### src/rtl/adder_pkg.sv
// Purpose : shared types and sizing helpers for the digit-serial adder.
// Contents: state_t FSM encoding, digit_t default digit type,
//           num_digits()/cnt_width() elaboration-time sizing functions.
package adder_pkg;

    // Control states of the serial adder
    typedef enum logic [1:0] {
        IDLE = 2'd0,
        RUN  = 2'd1,
        DONE = 2'd2
    } state_t;

    localparam int unsigned DIGIT_DEFAULT = 4;

    // Digit type for the default configuration
    typedef logic [DIGIT_DEFAULT-1:0] digit_t;

    // Number of digits per operand; zero flags an illegal DIGIT of 0
    function automatic int unsigned num_digits(input int unsigned width,
                                               input int unsigned digit);
        return (digit == 0) ? 0 : width / digit;
    endfunction

    // Counter width for n digits, never below one bit
    function automatic int unsigned cnt_width(input int unsigned n);
        return (n > 1) ? $clog2(n) : 1;
    endfunction

endpackage

### src/rtl/digit_adder.sv
// Purpose : combinational DIGIT-bit ripple-carry slice.
// Ports   : i_a, i_b   - digit operands
//           i_cin      - carry into bit 0
//           o_s_c      - digit sum
//           o_cout_c   - carry out of the top bit
//           o_cmsb_c   - carry into the top bit (for signed overflow)
module digit_adder #(
    parameter int unsigned DIGIT = 4
) (
    input  logic [DIGIT-1:0] i_a,
    input  logic [DIGIT-1:0] i_b,
    input  logic             i_cin,
    output logic [DIGIT-1:0] o_s_c,
    output logic             o_cout_c,
    output logic             o_cmsb_c
);

    logic w_c;

    // Ripple the carry through the slice, tapping it ahead of the top bit
    always_comb begin
        w_c      = i_cin;
        o_cmsb_c = i_cin;
        o_s_c    = '0;
        for (int unsigned i = 0; i < DIGIT; i++) begin
            if (i == DIGIT - 1) begin
                o_cmsb_c = w_c;
            end
            o_s_c[i] = i_a[i] ^ i_b[i] ^ w_c;
            w_c      = (i_a[i] & i_b[i]) | (w_c & (i_a[i] ^ i_b[i]));
        end
        o_cout_c = w_c;
    end

endmodule

### src/rtl/digit_serial_adder.sv
// Purpose : WIDTH-bit adder processing DIGIT bits per clock, LSB digit
//           first, through one shared digit_adder slice, with valid/ready
//           handshakes on both sides.
// Ports   : clk, rst_n (async, active-low)
//           in_valid/in_ready, a, b, cin   - operand side
//           sub                            - subtract select (DIGIT_SERIAL_SUB_EN only)
//           out_valid/out_ready, s, cout, ovf - result side
// Config  : define DIGIT_SERIAL_SUB_EN to add the sub port (a + ~b + 1).
module digit_serial_adder
    import adder_pkg::*;
#(
    parameter int unsigned WIDTH = 32,
    parameter int unsigned DIGIT = 4
) (
    input  logic             clk,
    input  logic             rst_n,
    input  logic             in_valid,
    output logic             in_ready,
    input  logic [WIDTH-1:0] a,
    input  logic [WIDTH-1:0] b,
    input  logic             cin,
`ifdef DIGIT_SERIAL_SUB_EN
    input  logic             sub,
`endif
    output logic             out_valid,
    input  logic             out_ready,
    output logic [WIDTH-1:0] s,
    output logic             cout,
    output logic             ovf
);

    localparam int unsigned N     = num_digits(WIDTH, DIGIT);
    localparam int unsigned CNT_W = cnt_width(N);
    localparam int unsigned REM   = (DIGIT == 0) ? 1 : WIDTH % DIGIT;

    // Reject configurations where DIGIT does not tile WIDTH
    if (WIDTH < 2 || DIGIT == 0 || DIGIT > WIDTH || REM != 0) begin : g_bad_cfg
        $fatal(1, "digit_serial_adder: DIGIT (%0d) must divide WIDTH (%0d), WIDTH >= 2",
               DIGIT, WIDTH);
    end

    state_t             r_state;
    state_t             w_next_state;
    logic               w_accept;
    logic               w_last;

    logic [WIDTH-1:0]   r_a;
    logic [WIDTH-1:0]   r_b;
    logic               r_carry;
    logic [CNT_W-1:0]   r_cnt;
    logic [WIDTH-1:0]   r_sum;
    logic               r_cout;
    logic               r_ovf;
    logic               r_in_ready;
    logic               r_out_valid;

    logic [WIDTH-1:0]   w_b_load;
    logic               w_c_load;
    logic [WIDTH-1:0]   w_sum_next;
    logic [DIGIT-1:0]   w_digit_s;
    logic               w_digit_cout;
    logic               w_digit_cmsb;

    // Operand conditioning at acceptance: subtraction becomes a + ~b + 1
`ifdef DIGIT_SERIAL_SUB_EN
    assign w_b_load = sub ? ~b : b;
    assign w_c_load = sub ? 1'b1 : cin;
`else
    assign w_b_load = b;
    assign w_c_load = cin;
`endif

    assign w_last = (r_cnt == CNT_W'(N - 1));

    // Shared digit slice works on the low digit of the shifting operands
    digit_adder #(
        .DIGIT (DIGIT)
    ) u_digit_adder (
        .i_a      (r_a[DIGIT-1:0]),
        .i_b      (r_b[DIGIT-1:0]),
        .i_cin    (r_carry),
        .o_s_c    (w_digit_s),
        .o_cout_c (w_digit_cout),
        .o_cmsb_c (w_digit_cmsb)
    );

    // New digit enters from the MSB side; after N shifts it sits in place
    if (N == 1) begin : g_single
        assign w_sum_next = w_digit_s;
    end else begin : g_multi
        assign w_sum_next = {w_digit_s, r_sum[WIDTH-1:DIGIT]};
    end

    // State register
    always_ff @(posedge clk or negedge rst_n) begin
        if (!rst_n) begin
            r_state <= IDLE;
        end else begin
            r_state <= w_next_state;
        end
    end

    // Next-state logic
    always_comb begin
        w_next_state = r_state;
        w_accept     = 1'b0;
        case (r_state)
            IDLE: begin
                if (in_valid && r_in_ready) begin
                    w_accept     = 1'b1;
                    w_next_state = RUN;
                end
            end
            RUN: begin
                if (w_last) begin
                    w_next_state = DONE;
                end
            end
            DONE: begin
                if (out_ready) begin
                    w_next_state = IDLE;
                end
            end
            default: begin
                w_next_state = IDLE;
            end
        endcase
    end

    // Registered handshake outputs follow the upcoming state
    always_ff @(posedge clk or negedge rst_n) begin
        if (!rst_n) begin
            r_in_ready  <= 1'b0;
            r_out_valid <= 1'b0;
        end else begin
            r_in_ready  <= (w_next_state == IDLE);
            r_out_valid <= (w_next_state == DONE);
        end
    end

    // Datapath: load on acceptance, shift one digit per RUN cycle
    always_ff @(posedge clk or negedge rst_n) begin
        if (!rst_n) begin
            r_a     <= '0;
            r_b     <= '0;
            r_carry <= 1'b0;
            r_cnt   <= '0;
            r_sum   <= '0;
            r_cout  <= 1'b0;
            r_ovf   <= 1'b0;
        end else if (w_accept) begin
            r_a     <= a;
            r_b     <= w_b_load;
            r_carry <= w_c_load;
            r_cnt   <= '0;
        end else if (r_state == RUN) begin
            r_a     <= r_a >> DIGIT;
            r_b     <= r_b >> DIGIT;
            r_carry <= w_digit_cout;
            r_cnt   <= r_cnt + CNT_W'(1);
            r_sum   <= w_sum_next;
            if (w_last) begin
                r_cout <= w_digit_cout;
                r_ovf  <= w_digit_cmsb ^ w_digit_cout;
            end
        end
    end

    assign in_ready  = r_in_ready;
    assign out_valid = r_out_valid;
    assign s         = r_sum;
    assign cout      = r_cout;
    assign ovf       = r_ovf;

endmodule

### config.mk
export PLATFORM = sky130hd
export DESIGN_NAME = digit_serial_adder
export DESIGN_NICKNAME = d
export VERILOG_FILES = /design/src/rtl/adder_pkg.sv /design/src/rtl/digit_adder.sv /design/src/rtl/digit_serial_adder.sv
export SDC_FILE = /design/constraint.sdc
export NUM_CORES = 1
export LEC_CHECK = 0
export CORE_ASPECT_RATIO = 1.75
export CORE_MARGIN = 3
export CORE_UTILIZATION = 40
export DETAILED_ROUTE_END_ITERATION = 10
export GPL_TIMING_DRIVEN = 0
export PLACE_DENSITY = 0.66
export REMOVE_ABC_BUFFERS = 1
export SYNTH_ARGS = -nofsm -noshare
export SYNTH_HDL_FRONTEND = slang
export SYNTH_HIERARCHICAL = 1
export SYNTH_SLANG_ARGS = --single-unit
### constraint.sdc
create_clock -name clk -period 4 [get_ports clk]
set_clock_uncertainty 0.2 [all_clocks]
set_input_delay 0.4 -clock clk [delete_from_list [all_inputs] [get_ports clk]]
set_output_delay 0.4 -clock clk [all_outputs]
set_load 0.01 [all_outputs]
==> summary by stage, run 1 <==
Run status
The run finished with clean final reports.

Timing
For the pin with the worst max-slew slack, the measured transition is 721 ps. Headroom to the max-slew limit came out at 0.518. The final-layout setup total negative slack is 0 ps. The final hold violation count came to 0. Derived from the worst setup path, the maximum achievable clock frequency is 0.403 GHz. The final-report max-slew violation count was 0. In the finished design, the share of the clock period the worst path needs comes to 0.620. The smallest clock period supported by the final layout is computed as 2480 ps. The minimum hold slack is 271 ps.

The number of failing setup endpoints in the final timing report is 0. Once routing completed, OpenROAD measured the worst setup slack at 1520 ps. Setup repair after global routing left no endpoint under its margin.

Detailed routing
The total via count after detailed routing is 3,715. The DRC violation count after routing is 0. The pre-antenna-repair detailed-routing pass consisted of 5 iterations. In the final routed layout, each cell accounts on average for 13.5 microns.

The detailed-route vias per instance is 5.05. The starting DRC count in detailed routing is 202. The count of nets left with antenna violations once routing finished came out at 0. The routed wire length is 9.96 mm.

Setup path
The slack of the worst reg-to-reg path is 1520 ps. Measured in cells, the most critical reg-to-reg path has a length of 8. The launch point of the worst path is r_a[0]. The data required time of the worst path is 4030 ps. The element type at the critical path start is a flip-flop.

The worst register-to-register path begins at r_a[0]. The maximum fanout along the worst path is 3. The critical path in this run is classified as flip-flop to flip-flop.

The worst register-to-register path ends at ovf. The worst endpoint data arrival time is 2510 ps. STA classifies the critical path endpoint as a flip-flop.

Layout
The net count reported at finish is 674. The count of inserted antenna diode cells is 0. The core occupancy in the finished layout is 0.539. The library cell used most frequently in the layout, excluding fill and tap cells, is nand2_1. The ratio of cells with drive above 1 in the final layout is 0.0447. In the layout the commonest cells are nand2_1, dfrtp_1, clkdlybuf4s50_1. The growth of design area from synthesis to finish is 31.1%.

Power
Of the total power, the clock network draws 0.191. Of the total power, registers draw 0.396. The total power of the final layout is 0.00462 W.

Of the total power, combinational logic draws 0.414. The reported leakage power is 2.86 nW. The largest voltage drop on the vdd net is 0.632 mV. Cell internal power was estimated by the tool at 0.00292 W. Of the total power, the share spent switching nets is 0.368. The power spent charging and discharging nets is 0.00170 W. Power spread over the standard cell area amounts to 763 nW/um^2.

Floorplanning
The core footprint is 11,200 sq um. For this design the top-level I/O count stands at 105. After floorplanning, the core was divided into 51 placement rows. Measured along the y axis, the die boundary spans 148 microns.

The die outline width is 87.2 microns. The initial utilization of the core area, before any placement, comes to 0.411. The full die area is 12,900 sq um.

Global route
The initial antenna violation count came to 0. The total grt overflow is 0. The aggregate global-route resource usage is 0.159. The first-pass GRT wire length is 16.4 mm. The number of global-route vias before repair is 3,472. Entering global routing, the biggest net connects 91 pins.

Clocking
The root buffer cell is clkbuf_16. The CTS tree is done. Clock tree synthesis found a total of 106 sinks. The clock-pin slew on the worst setup and hold paths is 70 ps. The depth of the CTS H-tree is 3. In this run, post-CTS repair resized a total of 0 instances. The clock buffer count from CTS is 9.

The clock insertion delay at the later pin of the skew report is 340 ps. The clock tree buffer depth is 2.

Synth
The share of the Yosys chip area taken by registers is 0.574. The total number of yosys warnings is 6. The total of flip-flops plus latches after synthesis is 106. The gate count of the mapped netlist is 513.

Synthesis instantiated 21 different standard cells from the library. The average footprint of a synthesized cell is 9.00 sq um. The biggest area contributor in the post-synthesis netlist is dfrtp_1.

By area the synthesized netlist is led by dfrtp_1, nand2_1, a31oi_1. The synthesized netlist occupies a cell area of 4620 sq um. The share of the synthesized area in the top cell type is 0.574.

Hold path
The origin of the worst min-delay path is s[0]. For hold timing, the worst endpoint is s[0]. The worst hold path passes through 2 cells.

The min-delay analysis places its worst path in the category flip-flop to flip-flop.

Placed design
The worst slack at placement is 1400 ps. At the end of routability-driven placement, the weighted congestion stood at 0.718. Summed over all nets, the half-perimeter wirelength after detailed placement is 6.59 mm. The number of I/O port buffers is 104.

Job
Across the run, the number of max-cap violations was 0.
-- synth_stat cells --
cell / n
a22oi_1: 12
a31oi_1: 45
buf_2: 20
buf_4: 8
buf_6: 8
dfrtp_1: 106
fa_1: 4
ha_1: 2
inv_1: 8
mux2_2: 2
nand2_1: 219
nand2b_1: 2
nand3_1: 23
nand4bb_1: 1
nor2_1: 45
nor2b_2: 1
nor4bb_1: 1
o211a_1: 1
o21ai_0: 2
o21ai_1: 2
xor2_1: 1
-- power groups by stage --
stage | clock [W] | sequential (W) | combinational (W)
final | 0.000881 | 0.00183 | 0.00191
after global routing | 0.000948 | 0.00189 | 0.00217
after CTS | 0.000910 | 0.00183 | 0.00195
after global placement | 0 | 0.00183 | 0.00186
after floorplan | 0 | 0.00185 | 0.00113
after detailed placement | 0 | 0.00185 | 0.00194
-- worst max-delay path, cell delays in order (launching register included) --
cell     delay [ps]
dfrtp_1         400
fa_1            410
inv_1            70
fa_1            170
fa_1            180
inv_1            80
fa_1            420
xor2_1          180
mux2_2          250
-- state kept, by name, indices dropped and copies added, names as in the netlist --
signal / flops
ovf: 1
r_cnt: 3
cout: 1
r_state: 2
r_carry: 1
s: 32
r_b: 32
in_ready: 1
out_valid: 1
r_a: 32
-- routing by layer --
| metal | up-vias | global-route usage | share of wire |
|---|---|---|---|
| li1 | 1835 | - | - |
| met1 | 1776 | 0.198 | 0.42 |
| met2 | 87 | 0.266 | 0.52 |
| met3 | 17 | 0.0222 | 0.039 |
| met4 | 0 | 0.0806 | 0.025 |
| met5 | - | 0 | 0 |
-- repair_timing --
item                      CTS  global route
hold buffers                1             0
buffers inserted            0             0
hold endpoints to repair   45             0
-- worst max-delay path by stage --
stage | endpoint | cells past startpoint | slack, ps
2_1_floorplan | r_cnt[0] | 3 | 60
3_3_place_gp | r_cnt[0] | 4 | -1720
3_5_place_dp | r_b[17] | 5 | 1400
4_1_cts | ovf | 8 | 1480
5_1_grt | ovf | 8 | 1410
6_report | ovf | 8 | 1520
-- kinds of logic (layout without fill, tap and decap cells) --
group,after synthesis,in the layout,share of synthesized area
and+or+nand+nor,292,292,0.249
DFF,106,106,0.574
AOI/OAI and AO/OA,62,62,0.0869
buffers and inverters,44,135,0.0607
adders and majority gates,6,6,0.0228
muxes,2,2,0.00488
xor gates and xnor gates,1,1,0.00190
-- stage by stage --
stage | area [sq um] | instances
final | 6060 | 736
after global routing | 6060 | 736
after floorplan | 4370 | 477
after CTS | 6060 | 736
after global placement | 5580 | 713
after detailed placement | 5750 | 719
-- area by class of cell --
type,count,area [sq um]
Fill cell,1057,5170
Sequential cell,106,2650
Multi-Input combinational cell,363,1730
Timing Repair Buffer,111,1180
Inverter,8,30.0
Tap cell,132,165
Clock buffer,12,246
Clock inverter,4,51.3
Note: power is estimated with default switching activity, not from simulation.
==> inputs of run 2 (changes only) <==
clock period = 2.4 ns   (was 4 ns; I/O delays follow)
==> run 2 against run 1 <==
  * Routed wire length rose by 0.41%
  * Combinational power rose by 69%
  * Non-clock buffer count did not move
  * Worst setup slack got worse by 1500 ps
  * Cell count did not move
  * Fmax rose by 4.9%
  * Hold slack got worse by 47 ps
  * Highest routed layer unchanged
  * Sequential power rose by 67%
  * First-iteration DRC count rose by 8.4%
  * Sequential cell count did not move
==> summary by stage, run 2 (synthesized netlist as in run 1, its figures left out) <==
Power
The internal power of the cells totals 0.00489 W. The largest voltage drop on the vdd net is 1.05 mV. Dividing total power by cell area gives a power density of 1270 nW/um^2. Of the total power, the clock network draws 0.190. The share of total power in sequential cells is 0.394. For this design the static power due to leakage is 2.85 nW. The power spent charging and discharging nets is 0.00285 W. The proportion of total power due to net switching is 0.368. The part of the total power dissipated in combinational logic is 0.416.

Summing internal, switching and leakage power gives 0.00773 W.

Timing
The time the final worst path needs with I/O delays and setup is 2360 ps. The final cycle utilization of the critical path is 0.985. The number of failing setup endpoints in the final timing report is 0. The slew at the pin closest to its max-slew limit is 731 ps. Setup repair after global routing could not meet its margin everywhere. For this run, the top clock speed supported by timing is 0.423 GHz. Headroom to the max-slew limit came out at 0.511. The final hold violation count came to 0. The final-report max-slew violation count is 0. After routing, the total negative slack on setup checks comes to 0 ps.

Layout
In the final layout, the share of cells above drive strength 1 is 0.0546. 0 antenna diodes ended up in the layout. Fill cells in the final layout number 1,057. The library cell used most frequently in the layout, excluding fill and tap cells, is nand2_1.

Once layout is done, the placed cells without fillers occupy 6070 sq um. The net count reported at finish is 674. The count of cells in the finished layout, fillers not included, comes to 736. The core occupancy in the finished layout is 0.540. The top cell types in the final layout, fill and taps aside, are nand2_1, dfrtp_1, clkdlybuf4s50_1. The growth of design area from synthesis to finish is 31.4%.

Detailed routing
In the final routed layout, each cell accounts on average for 13.6 microns. After detailed routing, the total wire length is 10.0 mm. Dividing the detail-routed via count by the number of cells gives 5.03. Detailed routing inserted a total of 3,702 vias.

For this block, the initial DRC count from the detailed router was 219. Once detail routing completed, the nets flagged for antenna violations numbered 0. The DRC violation count after routing is 0.

The first detailed-routing pass took 5 iterations.

Clocking
The clock buffer count from CTS is 9. The TritonCTS sink count is 106. No sink is reached through more buffers than the 2 on the longest clock path. The depth of the CTS H-tree is 3. The CTS tree is done. After clock tree synthesis, the clock-pin slew on the worst setup and hold paths is 70 ps. The clock insertion delay at the later pin of the skew report is 340 ps. The root buffer cell chosen for the clock tree is clkbuf_16.

Placed design
The placed instance area is 5750 sq um. The number of cells after detailed placement is 719. Routability-driven placement finished with a final weighted congestion of 0.718.

The post-DP HPWL is 6.59 mm. The number of I/O port buffers is 104.

Job
The max-cap check violation count is 0.

Setup path
The cell repeated most along the worst path is fa_2. The slowest library cell on the worst path is dfrtp_1. The maximum fanout along the worst path is 3.

The biggest cell delay along the critical path is 410 ps. The endpoint kind of the worst setup timing path is a flip-flop. The element type at the critical path start is a flip-flop. The data required time of the worst path is 2430 ps. Traced cell by cell, the critical path runs through fa_2 > inv_2 > fa_2 > fa_2 > inv_2 > fa_2 > xor2_1 > mux2_2. The worst endpoint data arrival time is 2390 ps. The critical path class is flip-flop to flip-flop.

Floorplanning
In this run the horizontal extent of the chip is 87.2 microns. For this configuration, the core starts out at a cell density of 0.411. The full die area is 12,900 sq um.

105 I/O pins were placed. The die height is 148 microns. The number of rows in the core area is 51. The core footprint is 11,200 sq um.

Global route
The aggregate global-route resource usage is 0.160. The total grt overflow is 0. The first global-routing pass estimated 16.4 mm of wire. Entering global routing, the biggest net connects 91 pins.

The initial antenna violation count is 0. The met1 layer usage reported by global route is 0.198. The number of global-route vias before repair is 3,481. The global routing stage identified its most utilized layer as met2. The fraction of met2 tracks used by global routing is 0.267. In the global route stage, met3 resource usage came out at 0.0222.

Hold path
The classification of the worst-slack hold path is primary input to flip-flop.

Run status
The flow ran to the end, and the final reports show no timing, DRC or antenna violations.
## run 2: cell counts in the layout (fill, tap and decap cells not counted)
No cell type changed its count.
## run 2: what timing repair did
item / in CTS / in global routing
endpoints found under the hold margin: 45 / 0
pin swaps: 5 / 4
gates resized for setup: 6 / 0
buffers inserted: 0 / 0
gates cloned: 0 / 0
hold buffers: 1 / 0
setup endpoints to repair: 2 / 3
## run 2: power by group through the flow
stage | clock [W] | sequential, W | combinational (W)
2_1_floorplan | 0 | 0.00308 | 0.00188
3_3_place_gp | 0 | 0.00302 | 0.00288
3_5_place_dp | 0 | 0.00309 | 0.00324
4_1_cts | 0.00152 | 0.00305 | 0.00328
5_1_grt | 0.00158 | 0.00315 | 0.00365
6_report | 0.00147 | 0.00305 | 0.00322
## run 2: worst max-delay path, delay by kind of cell, from the launching register on
kind | cells | cell delay, ps
adders and majority gates | 4 | 1130
DFF | 1 | 410
muxes | 1 | 250
xor gates and xnor gates | 1 | 150
buffers and inverters | 2 | 110
## run 2: cell type report
type	count	area, sq um	area share
Multi-Input combinational cell	363	1740	0.287
Tap cell	132	165	0.0272
Clock inverter	4	51.3	0.00845
Inverter	8	30.0	0.00495
Clock buffer	12	246	0.0406
Sequential cell	106	2650	0.437
Timing Repair Buffer	111	1180	0.195
## run 2: stage by stage
| step | worst slack [ps] | hold WS [ps] |
|---|---|---|
| 3_3_place_gp | -3160 | 258 |
| 6_report | 36.8 | 225 |
| 2_1_floorplan | -1540 | -256 |
| 4_1_cts | -34.9 | 212 |
| 3_5_place_dp | -110 | 96.8 |
| 5_1_grt | -27.1 | 242 |
## run 2: path summary, 6_finish.rpt
kind                           end    from  slack (ps)  cells after the start
max                            ovf  r_a[0]          40                      8
min in group asynchronous     s[7]   rst_n         250                      2
min                        r_b[30]   b[30]         220                      3
max reg2reg                    ovf  r_a[0]          40                      8
max in group asynchronous  r_b[23]   rst_n        1030                      3
min reg2reg                   s[0]    s[0]         270                      2
## run 2: layer usage
layer  routed length (microns)  vias up
li1                          -     1836
met1                      4220     1766
met2                      5150       85
met3                       384       15
met4                       243        0
met5                         0        -
==> inputs of run 3 (changes only) <==
CORE_UTILIZATION = 50   (was 40)
PLACE_DENSITY = 0.8   (was 0.66)
SETUP_SLACK_MARGIN = 0.2   (was unset)
==> run 3 against run 2 <==
  * The run now ends with setup timing left
  * Critical path depth stayed put
  * Count of clock-buffer cells in the layout is 1 lower
  * Sequential cell count stayed put
  * Power is 4.3% higher
  * Register-to-register slack worse by 90 ps
  * Sequential share of layout area is 0.38 points lower
  * Largest cell class unchanged
  * Largest power group unchanged
==> summary by stage, run 3 (synthesized netlist as in run 1, its figures left out) <==
Clocking
CTS built an H-tree with a depth of 3. The CTS tree is done. In this run the clock root is driven by a clkbuf_16. The clock buffer count from CTS is 9. The clock insertion delay at the later pin of the skew report is 340 ps.

After clock tree synthesis, the clock-pin slew on the worst setup and hold paths is 70 ps. The longest clock path from root to sink contains 2 buffers. The clock net in this run drives a total of 106 sinks.

Layout
Excluding fillers, the count of instances in the completed layout stands at 725. Leaving out fill and tap cells, the most frequent cells in the layout are nand2_1, dfrtp_1, clkdlybuf4s50_1. The count of inserted antenna diode cells is 0.

The growth of design area from synthesis to finish is 32.5%. The net count reported at finish is 678. The library cell used most frequently in the layout, excluding fill and tap cells, is nand2_1. The core occupancy in the finished layout is 0.693. In the final layout, the share of cells above drive strength 1 is 0.0658.

Setup path
The critical path class is flip-flop to flip-flop. The critical path goes through fa_2 > inv_2 > fa_2 > fa_2 > inv_2 > fa_2 > xor2_1 > mux2_2. For this design, the slowest cell found on the critical path is dfrtp_1.

The worst endpoint data arrival time is 2480 ps. The kind of cell adding the most delay to the critical path is adder cells. The biggest cell delay along the critical path is 400 ps.

The data required time of the worst path is 2420 ps. Counting stages on the worst path, the most repeated cell is fa_2. STA classifies the critical path startpoint as a flip-flop. The endpoint kind of the worst setup timing path is a flip-flop. Of all nets on the critical path, the largest fanout is 3. The combined buffer and inverter count along the critical path is 2.

Timing
Of the available clock period, the critical path in the final layout requires 1.02. Setup repair after global routing could not meet its margin everywhere. The final-report max-slew violation count is 0. The slack of the critical path is -57.3 ps. The final-layout setup total negative slack is -76.8 ps.

The final hold violation count came to 0. Setup violations remaining at the end of the flow were counted as 2. The max-slew headroom at the worst pin is 0.595. The highest clock frequency the design can meet is 0.407 GHz. At the pin with the least slew margin, the transition time is 607 ps. The time the final worst path needs with I/O delays and setup is 2460 ps.

Floorplanning
The I/O pin count is 105. The die covers 10,500 sq um. After floorplanning, the core was divided into 45 placement rows. The core footprint is 8840 sq um.

The floorplan step set the die height to 133 microns. The initial utilization of the core area, before any placement, comes to 0.523. The die outline width is 78.7 microns.

Detailed routing
Dividing the detail-routed wire length by the instance count gives 14.8 microns. The count of TritonRoute iterations in the first routing pass is 4. Summed over all layers, the routed wires come to 10.7 mm. In this run the remaining antenna-violating nets after routing total 0. For this run, design rule violations remaining after detail routing come to 0. Dividing the detail-routed via count by the number of cells gives 5.28.

Detailed routing inserted a total of 3,827 vias. The starting DRC count in detailed routing is 297.

Power
The reported leakage power is 2.88 nW. The clock share of power is 0.193. The share of total power in sequential cells is 0.383. The worst-case IR drop observed on VDD is 0.908 mV. Internal power comes to 0.00507 W.

Of the total power, the share spent switching nets is 0.371. The power spent charging and discharging nets is 0.00299 W. The part of the total power dissipated in combinational logic is 0.423. The power density normalized to cell area is 1320 nW/um^2.

Placed design
The last weighted congestion value of the routability-driven placer is 0.780. Summed over all nets, the half-perimeter wirelength after detailed placement is 6.71 mm. After detailed placement, the design holds a cell count of 704.

In this run the tool buffered the top-level ports with 104 buffer cells.

Run status
The flow ran to the end, but the final reports show violations. The final reports fail on setup timing.

Global route
The initial antenna violation count is 0. The first-pass GRT wire length is 17.5 mm. The total grt overflow is 0.

Entering global routing, the biggest net connects 92 pins. The number of global-route vias before repair is 3,655. Across every metal layer, demand over resource in global routing totals 0.211.

Job
The max-cap check violation count is 0.

Hold path
The min-delay analysis places its worst path in the category primary input to asynchronous set/reset pin.
## run 3: power by group through the flow
stage	clock network, W	registers [W]	logic (W)
detailed placement	0	0.00310	0.00325
global placement	0	0.00302	0.00286
floorplan	0	0.00308	0.00188
global route	0.00166	0.00319	0.00381
CTS	0.00158	0.00307	0.00338
finish	0.00156	0.00309	0.00342
## run 3: worst paths after layout
| check | start | endpoint | slack, ps | depth (start not counted) |
|---|---|---|---|---|
| setup / recovery | r_a[0] | ovf | -60 | 8 |
| hold / removal | rst_n | s[7] | 200 | 2 |
| setup reg to reg | r_a[0] | ovf | -60 | 8 |
| hold reg to reg | r_cnt[0] | r_cnt[0] | 290 | 1 |
| max in group asynchronous | rst_n | r_b[7] | 1080 | 3 |
| min in group clk | a[28] | r_a[28] | 220 | 3 |
## run 3: repair_timing
action | in CTS | in global routing
endpoints found under the setup margin | 4 | 45
endpoints found under the hold margin | 35 | 0
resized for setup | 7 | 2
pin swaps | 4 | 6
buffers inserted | 1 | 2
gates cloned | 0 | 1
hold buffers | 1 | 0
## run 3: metrics by stage
step                instance area, sq um  hold slack (ps)  setup WS, ps  total power [W]
floorplan                           4370             -256         -1540          0.00497
global placement                    5560              259         -2990          0.00588
detailed placement                  5730             33.8          -151          0.00635
CTS                                 6080              208          -102          0.00804
global route                        6120              234          -106          0.00866
finish                              6120              204         -57.3          0.00807
## run 3: layout make-up
| type | instances | area [sq um] |
|---|---|---|
| Tap cell | 117 | 146 |
| Fill cell | 709 | 2720 |
| Timing Repair Buffer | 114 | 1210 |
| Sequential cell | 106 | 2650 |
| Clock buffer | 11 | 243 |
| Inverter | 8 | 30.0 |
| Multi-Input combinational cell | 364 | 1760 |
| Clock inverter | 5 | 77.6 |
## run 3: worst register-to-register path, stage by stage, from the launching register on
cell,delay [ps]
dfrtp_1,400
fa_2,390
inv_2,60
fa_2,200
fa_2,220
inv_2,60
fa_2,380
xor2_1,170
mux2_2,270
## run 3: layer usage
layer	track usage	wire length, microns	up-vias
met3	0.0284	434	21
met2	0.352	5500	101
met1	0.268	4490	1859
met4	0.100	271	0
li1	-	-	1846
met5	0	0	-
